==> src/rtl/rx_data_check.sv <==
// rx_data_check -- receive-side PN data checker.
//
// Locks a PN5 predictor (MSB of each beat) and a PN4 predictor (bit 0 of
// QPSK beats) to the incoming symbol stream by self-synchronisation, then
// counts checked bits and bit errors and reports per-packet statistics.
//
// Handshake: a beat transfers on any rising clk edge where data_tvalid and
// data_tready are both 1. data_tready is a registered constant 1 outside
// reset. No state moves on cycles without a transfer.
//
// Ports:
//   clk, rst_n        clock, synchronous active-low reset
//   clear             zero bit_cnt, err_cnt, pkt_cnt, proto_err (sync kept)
//   data_t*           AXIS symbol input; tuser = 1 marks a BPSK beat
//   sync_5, sync_4    PN5 / PN4 checker is in CHECK
//   bit_cnt, err_cnt  total checked / mismatched bits, saturating
//   pkt_cnt           completed packets, wrapping
//   pkt_done          one-cycle pulse after a tlast beat
//   pkt_is_bpsk, pkt_len, pkt_err  statistics of the last completed packet
//   proto_err         sticky: tuser changed inside a packet

// Self-synchronising checker for one PN sequence of order N
// (b[k] = b[k-3] ^ b[k-N]). The shift register holds the hunted bits in
// HUNT and the local LFSR in CHECK; bit 0 is the most recent bit.
module rx_pn_checker #(
    parameter int N           = 5,
    parameter int LOSS_THRESH = 3
) (
    input  logic clk,
    input  logic rst_n,
    input  logic en,       // a bit for this checker arrives this cycle
    input  logic bit_in,
    output logic sync,     // checker state: 1 = CHECK
    output logic chk,      // bit_in is counted this cycle
    output logic err       // bit_in mismatches the prediction
);
    typedef enum logic {HUNT = 1'b0, CHECK = 1'b1} state_t;

    state_t         state_q, state_d;
    logic [N-1:0]   sr_q, sr_d;
    logic [2:0]     fill_q, fill_d;
    logic [3:0]     miss_q, miss_d;
    logic           pred;

    assign pred = sr_q[2] ^ sr_q[N-1];
    assign sync = (state_q == CHECK);

    always_ff @(posedge clk) begin
        if (!rst_n) begin
            state_q <= HUNT;
            sr_q    <= '0;
            fill_q  <= '0;
            miss_q  <= '0;
        end else begin
            state_q <= state_d;
            sr_q    <= sr_d;
            fill_q  <= fill_d;
            miss_q  <= miss_d;
        end
    end

    always_comb begin
        state_d = state_q;
        sr_d    = sr_q;
        fill_d  = fill_q;
        miss_d  = miss_q;
        chk     = 1'b0;
        err     = 1'b0;
        if (en) begin
            case (state_q)
                HUNT: begin
                    sr_d   = {sr_q[N-2:0], bit_in};
                    fill_d = fill_q + 3'd1;
                    if (fill_q + 3'd1 == 3'(N)) begin
                        // Register now holds N received bits: it becomes the LFSR.
                        state_d = CHECK;
                        fill_d  = '0;
                        miss_d  = '0;
                    end
                end
                CHECK: begin
                    chk  = 1'b1;
                    // Shift in the prediction so a bit error does not propagate.
                    sr_d = {sr_q[N-2:0], pred};
                    if (bit_in != pred) begin
                        err    = 1'b1;
                        miss_d = miss_q + 4'd1;
                        if (miss_q + 4'd1 >= 4'(LOSS_THRESH)) begin
                            state_d = HUNT;
                            sr_d    = '0;
                            fill_d  = '0;
                            miss_d  = '0;
                        end
                    end else begin
                        miss_d = '0;
                    end
                end
                default: state_d = HUNT;
            endcase
        end
    end
endmodule

module rx_data_check #(
    parameter int BYTES       = 1,
    parameter int LOSS_THRESH = 3
) (
    input  logic                 clk,
    input  logic                 rst_n,
    input  logic                 clear,
    input  logic [BYTES*8-1:0]   data_tdata,
    input  logic                 data_tvalid,
    output logic                 data_tready,
    input  logic                 data_tlast,
    input  logic                 data_tuser,
    output logic                 sync_5,
    output logic                 sync_4,
    output logic [31:0]          bit_cnt,
    output logic [31:0]          err_cnt,
    output logic [15:0]          pkt_cnt,
    output logic                 pkt_done,
    output logic                 pkt_is_bpsk,
    output logic [15:0]          pkt_len,
    output logic [15:0]          pkt_err,
    output logic                 proto_err
);
    localparam int BITS = BYTES * 8;

    function automatic logic [31:0] sat_add32(input logic [31:0] a, input logic [1:0] b);
        logic [32:0] s;
        s = {1'b0, a} + {31'd0, b};
        return s[32] ? 32'hFFFF_FFFF : s[31:0];
    endfunction

    function automatic logic [15:0] sat_add16(input logic [15:0] a, input logic [1:0] b);
        logic [16:0] s;
        s = {1'b0, a} + {15'd0, b};
        return s[16] ? 16'hFFFF : s[15:0];
    endfunction

    logic        accept;
    logic        chk5, err5, chk4, err4;
    logic [1:0]  chk_n, err_n;
    logic        first_q;     // next accepted beat starts a packet
    logic        cur_bpsk_q;  // modulation latched on the packet's first beat
    logic [15:0] run_len_q, run_err_q;
    logic [31:0] bit_base, err_base, bit_nxt, err_nxt;
    logic [15:0] pkt_cnt_base, pkt_cnt_nxt, run_len_inc, run_err_inc;
    logic        proto_nxt, pkt_bpsk_eff;
    logic        unused_mid_bits;

    assign accept          = data_tvalid & data_tready;
    assign unused_mid_bits = ^data_tdata[BITS-2:1];

    rx_pn_checker #(.N(5), .LOSS_THRESH(LOSS_THRESH)) u_pn5 (
        .clk    (clk),
        .rst_n  (rst_n),
        .en     (accept),
        .bit_in (data_tdata[BITS-1]),
        .sync   (sync_5),
        .chk    (chk5),
        .err    (err5)
    );

    // BPSK beats carry no PN4 bit, so the PN4 checker holds still on them.
    rx_pn_checker #(.N(4), .LOSS_THRESH(LOSS_THRESH)) u_pn4 (
        .clk    (clk),
        .rst_n  (rst_n),
        .en     (accept & ~data_tuser),
        .bit_in (data_tdata[0]),
        .sync   (sync_4),
        .chk    (chk4),
        .err    (err4)
    );

    assign chk_n = {1'b0, chk5} + {1'b0, chk4};
    assign err_n = {1'b0, err5} + {1'b0, err4};

    // clear zeroes the totals first; the current beat then adds on top.
    always_comb begin
        bit_base     = clear ? '0 : bit_cnt;
        err_base     = clear ? '0 : err_cnt;
        pkt_cnt_base = clear ? '0 : pkt_cnt;
        bit_nxt      = sat_add32(bit_base, chk_n);
        err_nxt      = sat_add32(err_base, err_n);
        pkt_cnt_nxt  = pkt_cnt_base + {15'd0, accept & data_tlast};
        proto_nxt    = (proto_err & ~clear) |
                       (accept & ~first_q & (data_tuser != cur_bpsk_q));
        pkt_bpsk_eff = first_q ? data_tuser : cur_bpsk_q;
        run_len_inc  = sat_add16(run_len_q, 2'd1);
        run_err_inc  = sat_add16(run_err_q, err_n);
    end

    always_ff @(posedge clk) begin
        if (!rst_n) begin
            data_tready <= 1'b0;
            bit_cnt     <= '0;
            err_cnt     <= '0;
            pkt_cnt     <= '0;
            pkt_done    <= 1'b0;
            pkt_is_bpsk <= 1'b0;
            pkt_len     <= '0;
            pkt_err     <= '0;
            proto_err   <= 1'b0;
            first_q     <= 1'b1;
            cur_bpsk_q  <= 1'b0;
            run_len_q   <= '0;
            run_err_q   <= '0;
        end else begin
            data_tready <= 1'b1;
            pkt_done    <= 1'b0;
            bit_cnt     <= bit_nxt;
            err_cnt     <= err_nxt;
            pkt_cnt     <= pkt_cnt_nxt;
            proto_err   <= proto_nxt;
            if (accept) begin
                if (first_q) cur_bpsk_q <= data_tuser;
                if (data_tlast) begin
                    pkt_done    <= 1'b1;
                    pkt_len     <= run_len_inc;
                    pkt_err     <= run_err_inc;
                    pkt_is_bpsk <= pkt_bpsk_eff;
                    run_len_q   <= '0;
                    run_err_q   <= '0;
                    first_q     <= 1'b1;
                end else begin
                    run_len_q   <= run_len_inc;
                    run_err_q   <= run_err_inc;
                    first_q     <= 1'b0;
                end
            end
        end
    end
endmodule
==> config.mk <==
export PLATFORM = sky130hd
export DESIGN_NAME = rx_data_check
export DESIGN_NICKNAME = d
export VERILOG_FILES = /design/src/rtl/rx_data_check.sv
export SDC_FILE = /design/constraint.sdc
export NUM_CORES = 1
export LEC_CHECK = 0
export ABC_AREA = 1
export CAP_MARGIN = 30
export CORE_MARGIN = 2
export CORE_UTILIZATION = 55
export CTS_CLUSTER_DIAMETER = 100
export DETAILED_ROUTE_END_ITERATION = 16
export PLACE_DENSITY = 0.84
export SYNTH_ARGS = -nofsm -noshare
export SYNTH_HDL_FRONTEND = slang
export SYNTH_SLANG_ARGS = --single-unit
==> constraint.sdc <==
create_clock -name clk -period 3.7 [get_ports clk]
set_input_delay 0.74 -clock clk [delete_from_list [all_inputs] [get_ports clk]]
set_output_delay 0.74 -clock clk [all_outputs]
set_load 0.05 [all_outputs]
==> flow_metrics.py <==
metrics = {
    "status": {
        "status": "completed",
    },
    "hold_path": {
        "min_from": "pkt_len[3]$_SDFFE_PN0P_",
        "min_delay_path_depth": 2,
        "hold_path.class": "flop to flop",
        "holdPathEnd": "pkt_len[3]$_SDFFE_PN0P_",
    },
    "setup_path": {
        "rr_worst_depth": 14,
        "start_kind": "input pin",
        "cp_slowest_stage_delay_ns": 0.55,
        "timing.rr.end": "bit_cnt[21]$_SDFF_PN0_",
        "crit_fanout": 9,
        "path_class": "input pin to flop",
        "regToRegSetupSlack_ns": 0.92,
        "r2r-start": "u_pn4.sync$_SDFFE_PN0P_",
        "worst_setup_path_end_kind": "flop",
        "crit_required_ns": 4.08,
        "arrival_ns": 3.60,
        "critPathSlowestCell": "clkdlybuf4s50_1",
        "path_cells": "clkdlybuf4s50_1 > nand3_4 > nor2_4 > fa_1 > ha_1 > nand2_1 > nor2_2 > nand2_1 > nor2_2 > nand3_1 > nor3_2 > nand2_2 > o21ai_0 > o21ai_0 > inv_1",
    },
    "place": {
        "dpl.hpwl_um": 17000,
        "place_congestion": 0.963,
        "io_buffers": 125,
    },
    "timing": {
        "worstMarginPinSlew_ns": 0.824,
        "rsz0062_at_grt": "false",
        "hold_viol": 0,
        "skew_ns": 0.00768,
        "fmax_ghz": 0.310,
        "fin_crit_sh_pct": 87.2,
        "maxSlewViolCount": 0,
        "hold_slack_ns": 0.449,
        "setup_tns_ns": 0,
        "relSlewSlack_pct": 44.9,
        "setup_viol": 0,
        "period_needed_ns": 3.23,
    },
    "drt": {
        "drc": 0,
        "vias": 9189,
        "wl_um": 23900,
        "dr.pass1.iters": 5,
        "drtIter0Drc": 530,
        "antenna_left": 0,
        "vias_per_cell": 5.29,
        "wire_per_inst_um": 13.8,
    },
    "synth": {
        "synth-seq-cells": 175,
        "synthDistinctLibCells": 49,
        "synth_area_leaders": "dfxtp_1, nand2_1, inv_1",
        "syn_avg_cell_area_um2": 6.79,
        "synth_most_common_cell": "nand2_1",
        "netlist_top_cells_count": "nand2_1, inv_1, nor2_1",
        "synth_area_um2": 9460,
        "syn-num-nets": 1425,
        "synth-seq-area-share_pct": 37.0,
        "synth_cells": 1394,
        "synth_top_area_cell": "dfxtp_1",
        "synth_edf_count": 0,
        "async_reset_ff_share_pct": 0,
        "yosysWarnings": 0,
        "synth_top_area_share_pct": 37.0,
        "synth_ff_type": "dfxtp_1",
    },
    "floorplan": {
        "rows": 47,
        "die_h_um": 135,
        "dieArea_um2": 18300,
        "initial_utilization_pct": 56.7,
        "coreArea_um2": 16700,
        "io_pins": 132,
        "die_w_um": 135,
    },
    "layout": {
        "fin_util_pct": 68.6,
        "fillers": 1445,
        "multi_input_area_um2": 4810,
        "regArea_um2": 3500,
        "final_nets": 1538,
        "area_growth_pct": 21.0,
        "antennaDiodeCount": 0,
        "drive_gt1_share_pct": 6.59,
    },
    "power": {
        "power_density_nw_per_um2": 342,
        "power.leakage_nw": 4.62,
        "ir_worst_vdd_v": 0.000377,
        "finalPower_w": 0.00391,
    },
    "clock_network": {
        "cts_root_buf": "clkbuf_16",
        "clock_sinks": 175,
        "postCtsSetupBuffers": 0,
        "clk-insertion-delay-late_ns": 0.43,
        "cts_buffers": 17,
        "cts_tree": "yes",
        "cts_hold_buf": 0,
        "cts_max_path_buffers": 2,
        "cts.htree.levels": 4,
        "clkSlewWorstSetupHoldPaths_ns": 0.07,
        "cts-resized-gates": 0,
    },
    "grt": {
        "grt_max_degree": 64,
        "grt_pass1_vias": 8533,
        "grt_pass1_wl_um": 39500,
        "gr-total-overflow": 0,
        "grt_util_all_layers_pct": 26.7,
        "antenna_found_initial": 0,
    },
    "flow_run": {
        "maxCapViolCount": 0,
    },
}
worst max path at each step:
stage / slack [ns] / depth (start not counted) / to / start
after global routing: 0.30 / 15 / bit_cnt[23]$_SDFF_PN0_ / data_tvalid
after CTS: 0.48 / 15 / bit_cnt[26]$_SDFF_PN0_ / data_tvalid
final: 0.47 / 15 / bit_cnt[21]$_SDFF_PN0_ / data_tvalid
after detailed placement: 0.1 / 15 / bit_cnt[26]$_SDFF_PN0_ / data_tvalid
after global placement: 0.14 / 16 / bit_cnt[26]$_SDFF_PN0_ / data_tvalid
after floorplan: 0.37 / 18 / bit_cnt[13]$_SDFF_PN0_ / clear
logic make-up after synthesis:
group / share of synthesized area [%]
fa+ha+maj: 2.33
flops: 37.0
compound gates: 11.9
buf+inv: 12.2
xor+xnor: 4.81
simple gates: 31.8
per-stage QoR:
step                instances  cell area [um^2]  worst slack (ns)
global placement         1708             10900             0.144
detailed placement       1708             10900            0.0981
floorplan                1394              9460             0.371
finish                   1737             11400             0.474
global route             1737             11400             0.295
CTS                      1737             11400             0.484
flip-flops by register name, indices dropped and copies added, names as in the netlist, 4 cells and up:
name / flops
bit_cnt: 32
err_cnt: 32
pkt_cnt: 16
pkt_err: 16
pkt_len: 16
run_err_q: 16
run_len_q: 16
u_pn5.sr_q: 5
u_pn4.miss_q: 4
u_pn4.sr_q: 4
u_pn5.miss_q: 4
metal layers:
layer	GRT usage (%)	share of wire [%]	vias to the layer above	wire length [um]
met5	0	0	-	0
met4	10.8	2.8	0	664
met3	4.15	6.6	53	1580
met2	46.0	47	327	11300
met1	33.4	43	4180	10400
li1	-	-	4629	-
critical path: cells and delay by family:
kind	cells	cell delay [ns]
compound gates	2	0.22
fa+ha+maj	2	0.43
buf+inv	2	0.63
simple gates	9	1.56
cells in the final DEF (no fill, tap or decap), types with 2 or more instances in the layout:
master,synthesis,final
o21ai_1,5,5
nor3_1,34,34
xor2_1,37,37
nor2_1,176,175
o21ai_0,73,73
nand3_1,89,89
a31oi_1,2,2
inv_2,5,6
buf_2,3,2
o211ai_1,3,3
a22o_1,18,18
a211oi_1,7,7
and2_1,3,3
nor3_2,6,6
buf_4,1,14
clkinv_2,1,3
a21oi_1,85,85
clkdlybuf4s50_1,0,123
clkbuf_16,0,17
nand3b_1,3,3
nand3_2,5,5
nor2_4,5,5
nor4_1,6,6
or2_1,2,2
clkbuf_1,32,4
nand3_4,3,3
nor2_2,14,15
dfxtp_1,175,175
clkinv_1,3,2
nand2_1,280,280
xnor2_1,15,15
bufinv_16,0,4
nand2_2,5,5
nand4_1,22,22
inv_1,229,229
ha_1,16,16
or2_2,3,3
a311oi_1,2,2
nand2_4,5,5
cell type report:
type,count,share of cell area (%)
Multi-Input combinational cell,934,42.0
Sequential cell,175,30.6
Timing Repair Buffer,140,11.9
Inverter,239,7.89
Clock buffer,22,3.97
Tap cell,220,2.40
Clock inverter,7,1.20
power by group:
group          internal, W  total, W  switching (W)
Sequential         0.00190   0.00191      0.0000106
Clock              0.00113   0.00185       0.000713
Combinational    0.0000413  0.000155       0.000114
Note: power is estimated with default switching activity, not from simulation.
